[config.mk]
export PLATFORM = sky130hd
export DESIGN_NAME = compare_filter
export DESIGN_NICKNAME = d
export VERILOG_FILES = /design/src/rtl/compare_pkg.sv /design/src/rtl/magnitude_cmp.sv /design/src/rtl/compare_filter.sv
export SDC_FILE = /design/constraint.sdc
export NUM_CORES = 1
export LEC_CHECK = 0
export ABC_AREA = 1
export ABC_CLOCK_PERIOD_IN_PS = 2500
export CORE_MARGIN = 2
export CORE_UTILIZATION = 52
export CTS_BUF_LIST = sky130_fd_sc_hd__clkbuf_8
export DETAILED_ROUTE_END_ITERATION = 7
export PLACE_DENSITY = 0.81
export SLEW_MARGIN = 20
export SYNTH_ARGS = -nofsm -noshare
export SYNTH_HDL_FRONTEND = slang
export SYNTH_SLANG_ARGS = --single-unit
[constraint.sdc]
create_clock -name clk -period 2.5 [get_ports clk]
set_input_delay 0.5 -clock clk [delete_from_list [all_inputs] [get_ports clk]]
set_output_delay 0.5 -clock clk [all_outputs]
set_load 0.02 [all_outputs]
[src/rtl/compare_pkg.sv]
// compare_pkg: shared types and helpers for the compare_filter block.
//   cmp_mode_t      - compare select encoding (6/7 are reserved)
//   RESERVED_RESULT - result value driven for reserved mode codes
//   sel_result()    - maps gt/eq/lt flags to the selected mode's result
package compare_pkg;

  typedef enum logic [2:0] {
    CMP_GT = 3'd0,
    CMP_GE = 3'd1,
    CMP_LT = 3'd2,
    CMP_LE = 3'd3,
    CMP_EQ = 3'd4,
    CMP_NE = 3'd5
  } cmp_mode_t;

  localparam logic RESERVED_RESULT = 1'b0;

  function automatic logic sel_result(input logic [2:0] mode, input logic gt,
                                      input logic eq, input logic lt);
    logic r;
    case (mode)
      CMP_GT:  r = gt;
      CMP_GE:  r = gt | eq;
      CMP_LT:  r = lt;
      CMP_LE:  r = lt | eq;
      CMP_EQ:  r = eq;
      CMP_NE:  r = ~eq;
      default: r = RESERVED_RESULT;
    endcase
    return r;
  endfunction

endpackage

[src/rtl/magnitude_cmp.sv]
// magnitude_cmp: combinational magnitude comparator.
//   a, b : WIDTH-bit operands (two's complement when SIGNED != 0)
//   gt/eq/lt : exactly one is high
module magnitude_cmp #(
  parameter int WIDTH  = 10,
  parameter int SIGNED = 0
) (
  input  logic [WIDTH-1:0] a,
  input  logic [WIDTH-1:0] b,
  output logic             gt,
  output logic             eq,
  output logic             lt
);
  import compare_pkg::*;

  logic [WIDTH:0] a_ext, b_ext, diff;

  // One extra bit holds any difference without overflow, so its MSB is
  // the borrow (unsigned) or the true sign (signed) of A-B.
  assign a_ext = (SIGNED != 0) ? {a[WIDTH-1], a} : {1'b0, a};
  assign b_ext = (SIGNED != 0) ? {b[WIDTH-1], b} : {1'b0, b};
  assign diff  = a_ext - b_ext;

  assign lt = diff[WIDTH];
  assign eq = (a == b);
  assign gt = ~lt & ~eq;

endmodule

[src/rtl/compare_filter.sv]
// compare_filter: 2-stage pipelined comparator with debounce and hit counter.
//   clk, reset (async, active low)
//   in_valid, A, B, mode : sample input, registered in stage 1
//   clear                : sync clear of run counter, stable, hit_count
//   out_valid, result, a_gt_b, a_eq_b, a_lt_b : stage-2 outputs
//   stable               : high after STABLE_COUNT consecutive true results
//   hit_count            : saturating count of true valid results
module compare_filter #(
  parameter int WIDTH        = 10,
  parameter int SIGNED       = 0,
  parameter int STABLE_COUNT = 4,
  parameter int CNT_W        = 8
) (
  input  logic             clk,
  input  logic             reset,
  input  logic             in_valid,
  input  logic [WIDTH-1:0] A,
  input  logic [WIDTH-1:0] B,
  input  logic [2:0]       mode,
  input  logic             clear,
  output logic             out_valid,
  output logic             result,
  output logic             a_gt_b,
  output logic             a_eq_b,
  output logic             a_lt_b,
  output logic             stable,
  output logic [CNT_W-1:0] hit_count
);
  import compare_pkg::*;

  localparam int RUN_W = $clog2(STABLE_COUNT + 1);
  localparam logic [RUN_W-1:0] RUN_MAX = RUN_W'(STABLE_COUNT);
  localparam logic [CNT_W-1:0] HIT_MAX = '1;

  // vld_pipe_q[0]: stage-1 valid, vld_pipe_q[1]: out_valid
  logic [1:0]       vld_pipe_q, vld_pipe_d;
  logic [WIDTH-1:0] a_q, a_d, b_q, b_d;
  logic [2:0]       mode_q, mode_d;
  logic             result_q, result_d, gt_q, gt_d, eq_q, eq_d, lt_q, lt_d;
  logic             stable_q, stable_d;
  logic [RUN_W-1:0] run_q, run_d;
  logic [CNT_W-1:0] hit_q, hit_d;
  logic             gt_c, eq_c, lt_c, res_c;

  magnitude_cmp #(.WIDTH(WIDTH), .SIGNED(SIGNED)) u_cmp (
    .a  (a_q),
    .b  (b_q),
    .gt (gt_c),
    .eq (eq_c),
    .lt (lt_c)
  );

  assign res_c = sel_result(mode_q, gt_c, eq_c, lt_c);

  always_comb begin
    vld_pipe_d = {vld_pipe_q[0], in_valid};
    a_d        = A;
    b_d        = B;
    mode_d     = mode;
    result_d   = result_q;
    gt_d       = gt_q;
    eq_d       = eq_q;
    lt_d       = lt_q;
    run_d      = run_q;
    stable_d   = stable_q;
    hit_d      = hit_q;

    // Flags hold across invalid cycles.
    if (vld_pipe_q[0]) begin
      result_d = res_c;
      gt_d     = gt_c;
      eq_d     = eq_c;
      lt_d     = lt_c;
    end

    // Filter state moves on the same edge that registers the result, so
    // stable rises/falls together with the qualifying result.
    if (clear) begin
      run_d    = '0;
      stable_d = 1'b0;
      hit_d    = '0;
    end else if (vld_pipe_q[0]) begin
      if (res_c) begin
        run_d = (run_q == RUN_MAX) ? run_q : run_q + 1'b1;
        hit_d = (hit_q == HIT_MAX) ? hit_q : hit_q + 1'b1;
      end else begin
        run_d = '0;
      end
      stable_d = (run_d == RUN_MAX);
    end
  end

  always_ff @(posedge clk or negedge reset) begin
    if (!reset) begin
      vld_pipe_q <= '0;
      a_q        <= '0;
      b_q        <= '0;
      mode_q     <= '0;
      result_q   <= 1'b0;
      gt_q       <= 1'b0;
      eq_q       <= 1'b0;
      lt_q       <= 1'b0;
      run_q      <= '0;
      stable_q   <= 1'b0;
      hit_q      <= '0;
    end else begin
      vld_pipe_q <= vld_pipe_d;
      a_q        <= a_d;
      b_q        <= b_d;
      mode_q     <= mode_d;
      result_q   <= result_d;
      gt_q       <= gt_d;
      eq_q       <= eq_d;
      lt_q       <= lt_d;
      run_q      <= run_d;
      stable_q   <= stable_d;
      hit_q      <= hit_d;
    end
  end

  assign out_valid = vld_pipe_q[1];
  assign result    = result_q;
  assign a_gt_b    = gt_q;
  assign a_eq_b    = eq_q;
  assign a_lt_b    = lt_q;
  assign stable    = stable_q;
  assign hit_count = hit_q;

endmodule
==> impl_metrics.env <==
export IMPL_place_hpwl_um=2440
export IMPL_path_clk_slew_ns=0.08
export IMPL_synth_top_family_by_area="simple AND/OR/NAND/NOR gates"
export IMPL_wl_per_cell_um=11.6
export IMPL_postSynthAreaPerCell_um2=9.64
export IMPL_end_kind="flip-flop"
export IMPL_yosys_area_share_simple_pct=25.9
export IMPL_path_class="input port to flip-flop"
export IMPL_fin_nets=287
export IMPL_leakage_uw=0.00121
export IMPL_drcViolationCount=0
export IMPL_grt_pass1_wl_um=6130
export IMPL_crit_required_ns=2.68
export IMPL_fin_worst_skew_ns=0.00268
export IMPL_r2r_cells=12
export IMPL_postCtsHoldBufs=0
export IMPL_first_iter_violations=65
export IMPL_fin_crit_ns=1.92
export IMPL_finalWeightedCongestion=0.840
export IMPL_syn_nets=242
export IMPL_p_sw_share_pct=25.0
export IMPL_postCtsSetupBuffers=0
export IMPL_worst_pin_slew_ns=0.874
export IMPL_slew_limit_headroom_pct=41.8
export IMPL_min_path_type="input port to asynchronous set/reset pin"
export IMPL_cts_buffer_depth=2
export IMPL_start_kind="input port"
export IMPL_synth_top_cell_area_share_pct=52.7
export IMPL_post_cts_resized=0
export IMPL_start_util_pct=53.6
export IMPL_whs_ns=0.328
export IMPL_clockPowerShare_pct=35.7
export IMPL_finalHoldViolations=0
export IMPL_dr_pass1_iters=4
export IMPL_die_area_um2=4250
export IMPL_pre_cts_slack_ns=0.336
export IMPL_track_usage_pct=19.0
export IMPL_synth_area_top_cells="dfrtp_1 53%, nand2_1 9.1%, ha_1 8.4%"
export IMPL_crit_fanout=12
export IMPL_die_h_um=65.2
export IMPL_ant_nets=0
export IMPL_diodes=0
export IMPL_arrival_ns=2.10
export IMPL_via_per_inst=4.92
export IMPL_slew_viol_final=0
export IMPL_p_int_uw=1140
export IMPL_syn_cell_area_um2=1950
export IMPL_numCtsBuffers=5
export IMPL_layout_setup_ws_ns=0.584
export IMPL_cts_sinks=41
export IMPL_n_fill_cell=295
export IMPL_synth_compound_area_share_pct=3.02
export IMPL_synth_edf_count=0
export IMPL_fin_setup_tns_ns=0
export IMPL_fin_crit_sh_pct=76.6
export IMPL_synth_area_mux_share_pct=0
export IMPL_yosysTopAreaCell="dfrtp_1"
export IMPL_drive_gt1_share_pct=11.3
export IMPL_port_buffers=40
export IMPL_num_vias=1456
export IMPL_wl_um=3430
export IMPL_fmax_mhz=522
export IMPL_peakVddDrop_mv=0.477
export IMPL_synthAdderAreaFrac_pct=8.35
export IMPL_core_area_um2=3630
export IMPL_yosysWarnings=0
export IMPL_r2r_end="hit_count[6]$_DFFE_PN0P_"
export IMPL_yosysSeqAreaShare_pct=52.7
export IMPL_rows=22
export IMPL_grt_pass1_vias=1396
export IMPL_io_pin_count=41
export IMPL_pwr_share_seq_pct=47.8
export IMPL_reg2reg_from="a_q[9]$_DFF_PN0_"
export IMPL_synth_cells=202
export IMPL_clock_tree_root_cell="clkbuf_8"
export IMPL_antenna_found_initial=0
export IMPL_synthArstFlopShare_pct=100
export IMPL_pwr_share_comb_pct=16.5
export IMPL_synth_distinct_cells=27
export IMPL_setup_viol=0
export IMPL_h_tree_depth=2
export IMPL_clk_insertion_delay_late_ns=0.29
export IMPL_cts_tree="done"
export IMPL_yosys_most_used_dff="dfrtp_1"
export IMPL_p_switching_uw=380
export IMPL_synth_xor_area_share_pct=3.60
export IMPL_grt_start_max_net_pins=42
export IMPL_cap_violations=0
export IMPL_status="finished clean"
export IMPL_syn2layout_area_growth_pct=28.9
export IMPL_ys_ff_latch=41
export IMPL_grt_overflow=0
export IMPL_rsz0062_at_grt="no"
export IMPL_r2r_slack_ns=0.59
export IMPL_p_per_area_nw_per_um2=606
export IMPL_die_x_um=65.2
## how the worst max path moves through the flow
stage | startpoint | cells past startpoint | slack (ns) | to
after floorplan | a_q[9]$_DFF_PN0_ | 12 | 0.78 | hit_count[6]$_DFFE_PN0P_
after global placement | clear | 6 | 0.40 | hit_count[3]$_DFFE_PN0P_
after detailed placement | clear | 6 | 0.34 | hit_count[6]$_DFFE_PN0P_
after CTS | a_q[9]$_DFF_PN0_ | 12 | 0.59 | hit_count[6]$_DFFE_PN0P_
after global routing | b_q[3]$_DFF_PN0_ | 14 | 0.39 | hit_count[4]$_DFFE_PN0P_
final | clear | 6 | 0.58 | hit_count[6]$_DFFE_PN0P_
## flip-flops by register name, summed over array words and instances (netlist names)
| register | flops |
|---|---|
| a_eq_b | 1 |
| a_gt_b | 1 |
| a_lt_b | 1 |
| a_q | 10 |
| b_q | 10 |
| hit_count | 8 |
| mode_q | 3 |
| result | 1 |
| run_q | 3 |
| stable | 1 |
| vld_pipe_q | 2 |
## final cells by class
| class | count | area (um^2) | area share [%] |
|---|---|---|---|
| clock inverters | 2 | 37.5 | 1.50 |
| clock buffers | 6 | 82.6 | 3.29 |
| flip-flops and latches | 41 | 1030 | 40.9 |
| repair buffers | 40 | 395 | 15.8 |
| multi-input cells | 129 | 796 | 31.7 |
| well taps | 48 | 60.1 | 2.39 |
| inverters | 30 | 113 | 4.49 |
## worst max-delay path, stage by stage
cell and delay (ns):
clkdlybuf4s50_1 0.68, inv_1 0.21, nand2_1 0.38, nand3_4 0.18, nand2_1 0.09, nand2_1 0.05
## metal layers
metal  vias to the layer above  track usage (%)  wire length (um)
met3                         6             4.97               163
met5                         -                0                 0
met4                         0             8.59                52
li1                        733                -                 -
met1                       676             23.9              1510
met2                        41             30.7              1710
## kinds of logic (layout without fill, tap and decap cells)
family / after synthesis / count (layout)
xor+xnor: 8 / 8
simple gates: 98 / 98
fa+ha+maj: 13 / 13
compound gates: 10 / 10
buf+inv: 32 / 78
flops: 41 / 41
## power groups by stage
stage / combinational (uW) / sequential, uW / clock, uW
after detailed placement: 250 / 742 / 0
final: 251 / 728 / 543
after global placement: 245 / 741 / 0
after floorplan: 119 / 759 / 0
after CTS: 255 / 728 / 557
after global routing: 282 / 734 / 591
## through the flow
| stage | power (uW) | area, um^2 | util (%) | std cells |
|---|---|---|---|---|
| 3_3_place_gp | 985 | 2390 | 65.8 | 288 |
| 4_1_cts | 1540 | 2510 | 69.1 | 296 |
| 5_1_grt | 1610 | 2510 | 69.1 | 296 |
| 2_1_floorplan | 878 | 1950 | - | 202 |
| 3_5_place_dp | 992 | 2390 | 65.8 | 288 |
| 6_report | 1520 | 2510 | 69.1 | 296 |
## cell usage in the layout, fill, tap and decap left out
master | netlist | routed
inv_1 | 28 | 28
clkdlybuf4s50_1 | 0 | 39
nand3_2 | 2 | 2
a21oi_2 | 1 | 1
o21ai_1 | 1 | 1
inv_2 | 1 | 1
o21bai_1 | 1 | 1
nand3_1 | 7 | 7
buf_2 | 1 | 1
dfrtp_1 | 41 | 41
bufinv_16 | 0 | 1
nand2_2 | 7 | 7
clkinvlp_4 | 0 | 1
nand2_1 | 47 | 47
ha_1 | 13 | 13
o21ai_0 | 3 | 3
clkbuf_8 | 0 | 6
o22ai_1 | 2 | 2
nand4_1 | 11 | 11
nor2_1 | 14 | 14
nor2_2 | 1 | 1
a21oi_1 | 2 | 2
nand4_2 | 1 | 1
xnor2_1 | 3 | 3
nor3_1 | 2 | 2
nor3_2 | 1 | 1
nand3_4 | 2 | 2
clkinv_1 | 1 | 1
nor2_4 | 3 | 3
xor2_1 | 5 | 5
## synthesized netlist by cell type, types with 2 or more instances
cell type / number
o22ai_1: 2
inv_1: 28
dfrtp_1: 41
nand3_1: 7
nor3_1: 2
a21oi_1: 2
nand2_2: 7
o21ai_0: 3
nand3_2: 2
ha_1: 13
nand2_1: 47
xnor2_1: 3
nor2_4: 3
nand3_4: 2
nor2_1: 14
xor2_1: 5
nand4_1: 11
(Power assumes the default switching activity.)
==> variant 1, RTL diff (same settings) <==
`STABLE_COUNT`: 4 -> 8.
--- a/src/rtl/compare_filter.sv
+++ b/src/rtl/compare_filter.sv
@@ -8,7 +8,7 @@
 module compare_filter #(
   parameter int WIDTH        = 10,
   parameter int SIGNED       = 0,
-  parameter int STABLE_COUNT = 4,
+  parameter int STABLE_COUNT = 8,
   parameter int CNT_W        = 8
 ) (
   input  logic             clk,
Function: changed (Yosys sat finds a counterexample within 10 cycles, from zero or initial values and one cycle with reset low).
==> variant 1 against the unedited design <==
Via count grew 1.8%. Final area fell by 1.4%. Fmax shrank 4.1%. Power is 13% lower. Clock skew up 5.2 ps. Worst setup slack worse by 82 ps. Sequential cell count grew 1. Synthesized area down 0.26%. Synthesized cell count rose by 0.99%. Routed wire length down 7.3%. First-iteration DRC count up 51%. Utilization fell by 1.0 points. Critical endpoint unchanged. Largest cell class unchanged. Highest routed layer unchanged.
==> variant 1: results (changes against the unedited design) <==
place:
  gp_congestion: 0.973  # +16%
  dp_cells: 292  # +1.4%
  dpl-instance-area_mm2: 0.00240  # +0.31%
final_layout:
  drive_above_1_share_pct: 8.37  # -2.9 points
timing:
  skew_ps: 7.83  # +5.15 ps
  relSlewSlack_pct: 42.1  # +0.32 points
yosys:
  yosys-top-cells-count: "nand2_1, dfrtp_1, inv_1"
  syn_nets: 244  # +0.83%
  synth.avg_cell_area_um2: 9.52  # -1.2%
  ys_top_cells_by_area: "dfrtp_1, nand2_1, ha_1"
  ys_types: 22  # -19%
power_and_ir_drop:
  internal_power_uw: 991  # -13%
  leakage_nw: 1.19  # -1.5%
  vdd_drop_max_uv: 454  # -4.9%
critical_path:
  worst-r2r-cell-count: 13  # +1
  cp_data_arrival_time_ps: 2180  # +80 ps
  crit_family: "simple AND/OR/NAND/NOR gates"
  cpMaxStageDelayCell: "dfrtp_1"
  r2r_setup_slack_ps: 500  # -90 ps
outcome:
  status: "finished, final reports clean"
global_route:
  grt_max_degree: 43  # +2.4%
route:
  drt-total-wl_mm: 3.18  # -7.3%
  via_per_inst: 4.96  # +0.76%
  drt_iter0_markers: 98  # +51%
  wl_per_cell_um: 10.6  # -8.3%
variant 1: cell types whose count changed after synthesis, moves of 2 or more:
| cell | unedited run | this run |
|---|---|---|
| nand2_2 | 7 | 4 |
| nand3_1 | 7 | 19 |
| nand2_1 | 47 | 44 |
| nor2_4 | 3 | 0 |
| nor2_2 | 1 | 4 |
| nand2_4 | 0 | 2 |
| nand4_1 | 11 | 4 |
| o22ai_1 | 2 | 4 |
| o21ai_0 | 3 | 6 |
variant 1: area by class of cell:
type	count	area, µm²
inverters	29	109
multi-input cells	132	774
well taps	48	60.1
clock buffers	5	68.8
repair buffers	41	403
clock inverters	2	7.51
flip-flops and latches	42	1050
fillers	278	1160
variant 1: stage by stage:
step / total power [mW] / setup WS (ps) / hold slack, ps
3_3_place_gp: 0.944 / 565 / 465
5_1_grt: 1.40 / 346 / 402
6_report: 1.32 / 502 / 327
4_1_cts: 1.33 / 510 / 354
3_5_place_dp: 0.948 / 512 / 477
2_1_floorplan: 0.849 / 719 / 204
variant 1: routing by layer:
metal | vias to the layer above | global-route usage, % | part of all wire (%)
met2 | 44 | 27.4 | 46
met1 | 686 | 22.5 | 47
li1 | 746 | - | -
met4 | 0 | 7.29 | 1.9
met5 | - | 0 | 0
met3 | 6 | 4.28 | 4.6
variant 1: worst max path at each step:
| stage | slack, ps | startpoint | endpoint | cells after the start |
|---|---|---|---|---|
| after floorplan | 720 | a_q[9] | hit_count[2] | 13 |
| after global placement | 560 | a_q[9] | hit_count[4] | 13 |
| after detailed placement | 510 | a_q[9] | hit_count[6] | 13 |
| after CTS | 510 | a_q[9] | hit_count[6] | 13 |
| after global routing | 350 | a_q[7] | hit_count[6] | 13 |
| final | 500 | a_q[9] | hit_count[6] | 13 |
variant 1: cells by family after synthesis:
group	Yosys count	synth area share, %
buf+inv	30	5.99
fa+ha+maj	13	8.38
xor+xnor	8	3.61
compound gates	14	4.06
flops	42	54.1
simple gates	97	23.8
variant 1: power by group through the flow:
stage / clock, mW / combinational (mW) / sequential, mW
6_report: 0.386 / 0.203 / 0.731
5_1_grt: 0.432 / 0.228 / 0.735
4_1_cts: 0.395 / 0.205 / 0.732
3_5_place_dp: 0 / 0.204 / 0.744
3_3_place_gp: 0 / 0.200 / 0.744
2_1_floorplan: 0 / 0.0937 / 0.755
==> variant 2, RTL diff (config.mk and constraints unchanged) <==
Without the edit above. Register the output `a_eq_b` once more, with the module's reset; this adds one clock of latency there. The other outputs are not delayed to match.
--- a/src/rtl/compare_filter.sv
+++ b/src/rtl/compare_filter.sv
@@ -121,7 +121,13 @@
   assign out_valid = vld_pipe_q[1];
   assign result    = result_q;
   assign a_gt_b    = gt_q;
-  assign a_eq_b    = eq_q;
+  always_ff @(posedge clk or negedge reset) begin
+    if (!reset) begin
+      a_eq_b <= '0;
+    end else begin
+      a_eq_b <= eq_q;
+    end
+  end
   assign a_lt_b    = lt_q;
   assign stable    = stable_q;
   assign hit_count = hit_q;
Check against the original RTL: not equivalent (a bounded check fails within 4 cycles, from zero or initial values and one cycle with reset low).
==> variant 2 against the unedited design <==
Routed wire length is 2.5% lower. Power shrank 6.1%. Worst setup slack worse by 26 ps. Sequential power grew 2%. Register-to-register slack got worse by 30 ps. Sequential cell count rose by 1. Synthesized area is 1.7% higher. Count of clock-buffer cells in the layout unchanged. Worst hold slack worse by 16 ps. Final area increased by 0.15%.
==> variant 2: results (changes against the unedited design) <==
outcome:
  status: "finished, final reports clean"
yosys:
  yosysSeqAreaShare_pct: 53.1  # +0.40 points
  syn_nets: 244  # +0.83%
  synth-compound-area-share_pct: 2.97  # -0.050 points
  synthAdderAreaFrac_pct: 8.22  # -0.14 points
  synth_top_area_share_pct: 53.1  # +0.40 points
  yosys-top-cells-count: "nand2_1, dfrtp_1, inv_1"
  synth_xor_area_share_pct: 2.65  # -0.94 points
  ys_types: 28  # +3.7%
  synth.avg_cell_area_um2: 9.70  # +0.67%
  ys_top_cells_by_area: "dfrtp_1, nand2_1, ha_1"
place:
  dp_cells: 290  # +0.69%
  dp_hpwl_mm: 2.57  # +5.3%
  gp_congestion: 0.868  # +3.4%
  place_ws_ps: 500  # +164 ps
  dpl-instance-area_mm2: 0.00242  # +1.4%
route:
  drt-total-wl_mm: 3.35  # -2.5%
  wl_met2_mm: 1.62  # -5.6%
  drt_iter0_markers: 92  # +42%
  via_per_inst: 4.84  # -1.6%
  wl_met3_um: 119  # -27%
  drt-met1-wl_mm: 1.52  # +0.66%
global_route:
  grt_pass1_vias: 1406  # +0.72%
  use_met1_pct: 24.3  # +0.35 points
  grt_max_degree: 43  # +2.4%
  grtUsageMet2_pct: 29.3  # -1.4 points
  met3_usage_pct: 4.28  # -0.68 points
  grt_pass1_wl_mm: 6.02  # -1.7%
  grt.total_usage_pct: 18.9  # -0.066 points
critical_path:
  endpoint: "hit_count[2]"
  setup.worst_path.class: "flip-flop to flip-flop"
  cpMaxStageDelayCell: "dfrtp_1"
  cp_data_arrival_time_ps: 2180  # +80 ps
  worst-r2r-cell-count: 12  # unchanged
  slowest_delay_ps: 370  # -310 ps
  cp_max_fo: 9  # -3
  r2r_setup_slack_ps: 560  # -30 ps
final_layout:
  instances_no_fill: 298  # +0.68%
  nFillCells: 296  # +0.34%
  drive_above_1_share_pct: 11.6  # +0.31 points
clock_network:
  htree_levels: 2  # unchanged
timing:
  period_share_pct: 77.7  # +1.1 points
  skew_ps: 9.11  # +6.42 ps
  tightestPinTransition_ps: 859  # -15.0 ps
power_and_ir_drop:
  vdd_drop_max_uv: 422  # -11%
  leakage_nw: 1.23  # +1.9%
## variant 2: worst max-delay path, delay by kind of cell, from the launching register on
kind	cells	cell delay, ps
buf+inv	1	60
compound gates	1	220
simple gates	9	920
flops	1	370
fa+ha+maj	1	320
## variant 2: power by group
part	internal, mW	switching (mW)	total (mW)
Combinational	0.116	0.136	0.251
Sequential	0.717	0.0258	0.743
Clock	0.218	0.217	0.435
## variant 2: how the worst min path moves through the flow
stage | endpoint | slack, ps | startpoint
2_1_floorplan | a_eq_b | 200 | reset
3_3_place_gp | a_eq_b | 360 | eq_q
3_5_place_dp | a_eq_b | 370 | eq_q
4_1_cts | hit_count[7] | 340 | reset
5_1_grt | a_eq_b | 390 | eq_q
6_report | a_q[5] | 310 | reset
## variant 2: layout make-up
cell class	instances	area, µm²	area share, %
clock buffer	6	82.6	3.29
clock inverter	2	8.76	0.348
inverter	29	109	4.33
multi-input combinational	131	807	32.1
sequential	42	1050	41.8
tap	48	60.1	2.39
timing repair buffer	40	395	15.7
